File: src/rtl/inv_sqrt_bridge_pkg.sv
// Shared definitions for the inverse-square-root Wishbone bridge: register map,
// STATUS/CTRL bit positions and the issue FSM state type.
package inv_sqrt_bridge_pkg;

    // Register select values (wb_adr_i[3:2])
    localparam logic [1:0] REG_OPERAND = 2'd0;
    localparam logic [1:0] REG_RESULT  = 2'd1;
    localparam logic [1:0] REG_STATUS  = 2'd2;
    localparam logic [1:0] REG_CTRL    = 2'd3;

    localparam int ST_OP_FULL       = 0;
    localparam int ST_OP_EMPTY      = 1;
    localparam int ST_RES_FULL      = 2;
    localparam int ST_RES_EMPTY     = 3;
    localparam int ST_BUSY          = 4;
    localparam int ST_OVERFLOW      = 5;
    localparam int ST_UNDERFLOW     = 6;
    localparam int ST_OP_COUNT_LSB  = 8;
    localparam int ST_RES_COUNT_LSB = 16;

    localparam int CTRL_IRQ_EN    = 0;
    localparam int CTRL_OVERFLOW  = 5;
    localparam int CTRL_UNDERFLOW = 6;

    typedef enum logic [1:0] {
        S_IDLE,
        S_ISSUE,
        S_WAIT_RESULT
    } issue_state_t;

endpackage

File: src/rtl/inv_sqrt_wb_bridge_sync_fifo.sv
// Single-clock FIFO with occupancy count; push when full and pop when empty are
// ignored, and full/empty are evaluated before any same-cycle push/pop.
module sync_fifo #(
    parameter int WIDTH = 16,
    parameter int DEPTH = 4
) (
    input  logic                     clk,
    input  logic                     rst,
    input  logic                     push,
    input  logic [WIDTH-1:0]         push_data,
    input  logic                     pop,
    output logic [WIDTH-1:0]         pop_data,
    output logic                     full,
    output logic                     empty,
    output logic [$clog2(DEPTH):0]   count
);
    localparam int AW = $clog2(DEPTH);
    localparam int CW = AW + 1;

    logic [WIDTH-1:0] mem_reg [DEPTH];
    logic [AW-1:0]    wr_ptr_reg;
    logic [AW-1:0]    rd_ptr_reg;
    logic [CW-1:0]    count_reg;
    logic             push_ok;
    logic             pop_ok;

    assign full     = (count_reg == CW'(DEPTH));
    assign empty    = (count_reg == '0);
    assign count    = count_reg;
    assign pop_data = mem_reg[rd_ptr_reg];
    assign push_ok  = push && !full;
    assign pop_ok   = pop && !empty;

    // Storage kept out of the reset branch so it maps onto plain RAM
    always_ff @(posedge clk) begin
        if (push_ok) begin
            mem_reg[wr_ptr_reg] <= push_data;
        end
    end

    // DEPTH is a power of two, so pointers wrap naturally
    always_ff @(posedge clk) begin
        if (rst) begin
            wr_ptr_reg <= '0;
            rd_ptr_reg <= '0;
            count_reg  <= '0;
        end else begin
            if (push_ok) wr_ptr_reg <= wr_ptr_reg + 1'b1;
            if (pop_ok)  rd_ptr_reg <= rd_ptr_reg + 1'b1;
            count_reg <= count_reg + CW'(push_ok) - CW'(pop_ok);
        end
    end

endmodule

File: src/rtl/inv_sqrt_wb_bridge.sv
// Wishbone front end feeding one operand at a time to the inverse-sqrt core and
// queueing its results; INV_SQRT_BRIDGE_IRQ_EN enables the result interrupt.
module inv_sqrt_wb_bridge
    import inv_sqrt_bridge_pkg::*;
#(
    parameter int WORD_WIDTH = 16,
    parameter int FIFO_DEPTH = 4
) (
    input  logic                  clk,
    input  logic                  rst,
    input  logic [3:0]            wb_adr_i,
    input  logic [31:0]           wb_dat_i,
    input  logic                  wb_we_i,
    input  logic                  wb_cyc_i,
    input  logic                  wb_stb_i,
    output logic [31:0]           wb_dat_o,
    output logic                  wb_ack_o,
    output logic [WORD_WIDTH-1:0] core_data_o,
    output logic                  core_valid_o,
    input  logic                  core_ready_i,
    input  logic [WORD_WIDTH-1:0] core_data_i,
    input  logic                  core_valid_i,
    output logic                  core_ready_o,
    output logic                  irq_o
);
    localparam int CW = $clog2(FIFO_DEPTH) + 1;

    issue_state_t          state_reg;
    logic                  overflow_reg;
    logic                  underflow_reg;
    logic                  irq_en;

    logic                  wb_access;
    logic                  wr_access;
    logic                  rd_access;
    logic [1:0]            reg_sel;

    logic                  op_push, op_pop, op_full, op_empty;
    logic [WORD_WIDTH-1:0] op_head;
    logic [CW-1:0]         op_count;
    logic                  res_push, res_pop, res_full, res_empty;
    logic [WORD_WIDTH-1:0] res_head;
    logic [CW-1:0]         res_count;

    logic [31:0]           status_word;
    logic [31:0]           ctrl_word;
    logic                  unused_bits;

    // An access is taken once, on the edge that raises ack
    assign wb_access = wb_cyc_i && wb_stb_i && !wb_ack_o;
    assign wr_access = wb_access && wb_we_i;
    assign rd_access = wb_access && !wb_we_i;
    assign reg_sel   = wb_adr_i[3:2];

    assign op_push      = wr_access && (reg_sel == REG_OPERAND);
    assign res_pop      = rd_access && (reg_sel == REG_RESULT);
    assign op_pop       = (state_reg == S_ISSUE) && core_valid_o && core_ready_i;
    assign core_ready_o = (state_reg == S_WAIT_RESULT) && !res_full;
    assign res_push     = (state_reg == S_WAIT_RESULT) && core_valid_i && core_ready_o;

    assign unused_bits = ^{wb_adr_i[1:0], wb_dat_i};

    sync_fifo #(.WIDTH(WORD_WIDTH), .DEPTH(FIFO_DEPTH)) u_op_fifo (
        .clk       (clk),
        .rst       (rst),
        .push      (op_push),
        .push_data (wb_dat_i[WORD_WIDTH-1:0]),
        .pop       (op_pop),
        .pop_data  (op_head),
        .full      (op_full),
        .empty     (op_empty),
        .count     (op_count)
    );

    sync_fifo #(.WIDTH(WORD_WIDTH), .DEPTH(FIFO_DEPTH)) u_res_fifo (
        .clk       (clk),
        .rst       (rst),
        .push      (res_push),
        .push_data (core_data_i),
        .pop       (res_pop),
        .pop_data  (res_head),
        .full      (res_full),
        .empty     (res_empty),
        .count     (res_count)
    );

    // Issue FSM: one operand in flight; core_data_o latched on entry to ISSUE
    always_ff @(posedge clk) begin
        if (rst) begin
            state_reg    <= S_IDLE;
            core_valid_o <= 1'b0;
            core_data_o  <= '0;
        end else begin
            case (state_reg)
                S_IDLE: begin
                    if (!op_empty) begin
                        state_reg    <= S_ISSUE;
                        core_valid_o <= 1'b1;
                        core_data_o  <= op_head;
                    end
                end
                S_ISSUE: begin
                    if (core_ready_i) begin
                        state_reg    <= S_WAIT_RESULT;
                        core_valid_o <= 1'b0;
                    end
                end
                S_WAIT_RESULT: begin
                    if (res_push) begin
                        state_reg <= S_IDLE;
                    end
                end
                default: begin
                    state_reg    <= S_IDLE;
                    core_valid_o <= 1'b0;
                end
            endcase
        end
    end

    always_comb begin
        status_word = '0;
        status_word[ST_OP_FULL]   = op_full;
        status_word[ST_OP_EMPTY]  = op_empty;
        status_word[ST_RES_FULL]  = res_full;
        status_word[ST_RES_EMPTY] = res_empty;
        status_word[ST_BUSY]      = (state_reg != S_IDLE);
        status_word[ST_OVERFLOW]  = overflow_reg;
        status_word[ST_UNDERFLOW] = underflow_reg;
        status_word[ST_OP_COUNT_LSB +: 8]  = 8'(op_count);
        status_word[ST_RES_COUNT_LSB +: 8] = 8'(res_count);
    end

    always_comb begin
        ctrl_word = '0;
        ctrl_word[CTRL_IRQ_EN]    = irq_en;
        ctrl_word[CTRL_OVERFLOW]  = overflow_reg;
        ctrl_word[CTRL_UNDERFLOW] = underflow_reg;
    end

    always_ff @(posedge clk) begin
        if (rst) begin
            wb_ack_o      <= 1'b0;
            wb_dat_o      <= '0;
            overflow_reg  <= 1'b0;
            underflow_reg <= 1'b0;
        end else begin
            wb_ack_o <= wb_cyc_i & wb_stb_i & ~wb_ack_o;
            wb_dat_o <= '0;
            if (rd_access) begin
                case (reg_sel)
                    REG_RESULT: wb_dat_o <= res_empty ? '0 : 32'(res_head);
                    REG_STATUS: wb_dat_o <= status_word;
                    REG_CTRL:   wb_dat_o <= ctrl_word;
                    default:    wb_dat_o <= '0;
                endcase
            end
            if (op_push && op_full) overflow_reg <= 1'b1;
            if (res_pop && res_empty) underflow_reg <= 1'b1;
            if (wr_access && (reg_sel == REG_CTRL)) begin
                if (wb_dat_i[CTRL_OVERFLOW])  overflow_reg  <= 1'b0;
                if (wb_dat_i[CTRL_UNDERFLOW]) underflow_reg <= 1'b0;
            end
        end
    end

`ifdef INV_SQRT_BRIDGE_IRQ_EN
    logic          irq_en_reg;
    logic          irq_en_next;
    logic [CW-1:0] res_count_next;

    // Look ahead one cycle so irq_o tracks the FIFO occupancy without extra lag
    always_comb begin
        irq_en_next    = (wr_access && (reg_sel == REG_CTRL)) ? wb_dat_i[CTRL_IRQ_EN] : irq_en_reg;
        res_count_next = res_count + CW'(res_push) - CW'(res_pop && !res_empty);
    end

    always_ff @(posedge clk) begin
        if (rst) begin
            irq_en_reg <= 1'b0;
            irq_o      <= 1'b0;
        end else begin
            irq_en_reg <= irq_en_next;
            irq_o      <= irq_en_next && (res_count_next != '0);
        end
    end

    assign irq_en = irq_en_reg;
`else
    assign irq_en = 1'b0;
    assign irq_o  = 1'b0;
`endif

endmodule

File: config.mk
export PLATFORM = sky130hd
export DESIGN_NAME = inv_sqrt_wb_bridge
export DESIGN_NICKNAME = d
export VERILOG_FILES = /design/src/rtl/inv_sqrt_bridge_pkg.sv /design/src/rtl/inv_sqrt_wb_bridge_sync_fifo.sv /design/src/rtl/inv_sqrt_wb_bridge.sv
export SDC_FILE = /design/constraint.sdc
export NUM_CORES = 1
export LEC_CHECK = 0
export CAP_MARGIN = 10
export CORE_UTILIZATION = 53
export DETAILED_ROUTE_END_ITERATION = 12
export DONT_BUFFER_PORTS = 1
export PLACE_DENSITY = 0.79
export SLEW_MARGIN = 10
export SYNTH_ARGS = -nofsm -noshare
export SYNTH_HDL_FRONTEND = slang
export SYNTH_SLANG_ARGS = --single-unit
File: constraint.sdc
create_clock -name clk -period 2.8 [get_ports clk]
set_input_delay 0.28 -clock clk [delete_from_list [all_inputs] [get_ports clk]]
set_output_delay 0.28 -clock clk [all_outputs]
set_load 0.03 [all_outputs]
==> results.yml <==
outcome:
  outcome: "completed"
sta:
  finalHoldViolCount: 0
  finalSetupTns_ps: 0
  setup_viol: 0
  fmax_ghz: 0.4253
  worstMarginPinSlew_ps: 840.9
  skew_ps: 7.585
  period_minus_slack_ps: 2351
  period_share_pct: 83.98
  maxSlewViolCount: 0
  rsz0062_at_grt: "false"
  hold_ws_ps: 98.97
  timing.slew.headroom_pct: 43.86
critical_path:
  arrival_ps: 2630
  cp-start-kind: "register"
  max_stage_delay_ps: 430
  crit_path_top_delay_cell: "or3_4"
  crit_fanout: 5
  worstSetupPathType: "register to register"
  timing.rr.end: "u_op_fifo.count[2]"
  timing.rr.start: "u_op_fifo.count[2]"
  critical_path.cell_chain: "or3_4 -> and2_1 -> ha_1 -> inv_1 -> ha_1 -> fa_1 -> xnor2_1 -> xnor2_1 -> nor2_1"
  reg2reg_depth: 9
  crit_required_ps: 3080
  rrSetupSlack_ps: 450
  critical_path_buf_inv_count: 1
  critPathCaptureType: "register"
  path_delay_family: "adder cells"
route:
  firstDrtPassIters: 4
  routed_wl_um: 12360
  post-route-drc-count: 0
  wl_met3_um: 746
  via_per_inst: 5.481
  drt_iter0_markers: 292
  met1_length_um: 4865
  wire_per_inst_um: 19.38
  wl_met2_um: 6605
  num_vias: 3497
  highest_layer: "met4"
  drtAntennaViolNets: 0
cells_and_area:
  area_delta_synth_final_pct: 15.09
  fin_area_um2: 8142
  utilization_pct: 63.48
  fillers: 894
  final_nets: 528
  antenna_cells: 0
  drive_gt1_share_pct: 16.52
hold_path:
  worst_hold_startpoint: "core_ready_i"
  hold_path_class: "primary input to register"
  whs_endpoint: "core_valid_o"
  whs_path_depth: 3
yosys:
  synth_common_cells: "128 x edfxtp_1, 57 x dfxtp_1, 28 x mux4_2"
  ys_ff_latch: 185
  yosysTopAreaCell: "edfxtp_1"
  synth.area.top_cells: "edfxtp_1 54%, dfxtp_1 16%, mux4_2 8.9%"
  seq_area_frac_synth_pct: 70.46
  synth_edf_count: 128
  yosys.cell_types.count: 43
  ys.flop_type: "edfxtp_1"
  synth_cells: 404
  yosys_warnings: 0
  synth.top_cell.area_share_pct: 54.33
  postSynthAreaPerCell_um2: 17.51
  synthArstFlopShare_pct: 0
  synth_area_um2: 7074
  yosysMostFrequentCell: "edfxtp_1"
job:
  maxCapViolCount: 0
floorplanning:
  fp.dieH_um: 117.5
  boundaryPins: 111
  rows: 41
  die_w_um: 117.5
  dieArea_um2: 13810
  start_util_pct: 55.16
  core_area_um2: 12820
cts:
  clk_pin_slew_ps: 60
  cts_setup_buffers: 0
  cts_resized: 0
  root_buffer: "clkbuf_16"
  numCtsBuffers: 17
  cts.sinks: 185
  htreeDepth: 4
  clockBufferDepth: 2
  cts_tree: "built"
  insertion_delay_ps: 420
power_and_ir_drop:
  max-vdd-ir-drop_uv: 587.8
  p_total_w: 0.005338
  p_leak_nw: 2.728
  power_density_nw_per_um2: 655.6
placed_design:
  dp_hpwl_um: 7899
  place.gp.congestion: 0.7586
  portBuffers: 0
  place_area_um2: 7229
global_route:
  grt_pass1_wl_um: 19840
  antenna_found_initial: 0
  track_usage_pct: 19.45
  grt_max_degree: 22
  grt_pass1_vias: 3621
  grt_overflow: 0
## metal layers
layer	GRT usage, %	up-vias
li1	-	1610
met1	22.62	1784
met2	33.58	89
met5	0	-
met3	6.977	14
met4	6.170	0
## how the worst max path moves through the flow
stage / start / to / cells after the start
2_1_floorplan: wb_ack_o / u_res_fifo.count[2] / 9
3_3_place_gp: u_op_fifo.count[2] / u_op_fifo.count[2] / 9
3_5_place_dp: u_op_fifo.count[2] / u_op_fifo.count[2] / 9
4_1_cts: u_op_fifo.count[2] / u_op_fifo.count[2] / 9
5_1_grt: u_res_fifo.count[2] / u_res_fifo.count[2] / 9
6_report: u_op_fifo.count[2] / u_op_fifo.count[2] / 9
## cell usage in the layout, fill, tap and decap left out, types with 3 or more instances in the layout
master / instances
clkbuf_16: 17
and2_1: 9
nand2b_1: 5
and4b_1: 3
ha_1: 12
xnor2_1: 9
mux4_2: 28
dlygate4sd3_1: 36
and3_1: 4
a22o_1: 16
a21oi_1: 4
buf_4: 14
a22oi_1: 8
conb_1: 14
clkbuf_1: 3
nor2_1: 27
dfxtp_1: 57
mux4_1: 4
inv_1: 15
nor2b_1: 13
edfxtp_1: 128
## what timing repair did
item                                   4_1_cts  5_1_grt
setup endpoints to repair                    0        0
hold buffers                                36        0
endpoints found under the hold margin      150        0
## per-stage QoR
stage	instances	worst slack, ps
CTS	638	420.5
detailed placement	572	469.4
floorplan	417	503.4
global placement	572	517.2
global route	638	283.8
finish	638	448.5
## tightest hold or removal path: stages
cell,delay [ps]
o22ai_1,60
nand2b_1,70
a21oi_1,50
## area by class of cell
cell class / count / area [µm²] / area share, %
Multi-Input combinational cell: 186 / 1868 / 22.94
Tap cell: 172 / 215.2 / 2.643
Sequential cell: 185 / 4985 / 61.23
Timing Repair Buffer: 50 / 465.4 / 5.717
Inverter: 15 / 56.30 / 0.6916
Clock inverter: 9 / 101.3 / 1.245
Clock buffer: 21 / 450.4 / 5.533
## cells by family after synthesis
| family | Yosys count | synth area share [%] |
|---|---|---|
| other | 1 | 0.05301 |
| and+or+nand+nor | 75 | 6.509 |
| buffers and inverters | 46 | 3.820 |
| DFF | 185 | 70.46 |
| xor gates and xnor gates | 10 | 1.238 |
| AOI/OAI and AO/OA | 39 | 4.545 |
| adders and majority gates | 14 | 2.688 |
| muxes | 34 | 10.68 |
## where the power goes
group	total [W]	switching [W]	internal [W]
Clock	0.00224	0.000924	0.00132
Combinational	0.000145	0.0000881	0.0000574
Sequential	0.00295	0.0000169	0.00293
Note: power is estimated with default switching activity, not from simulation.
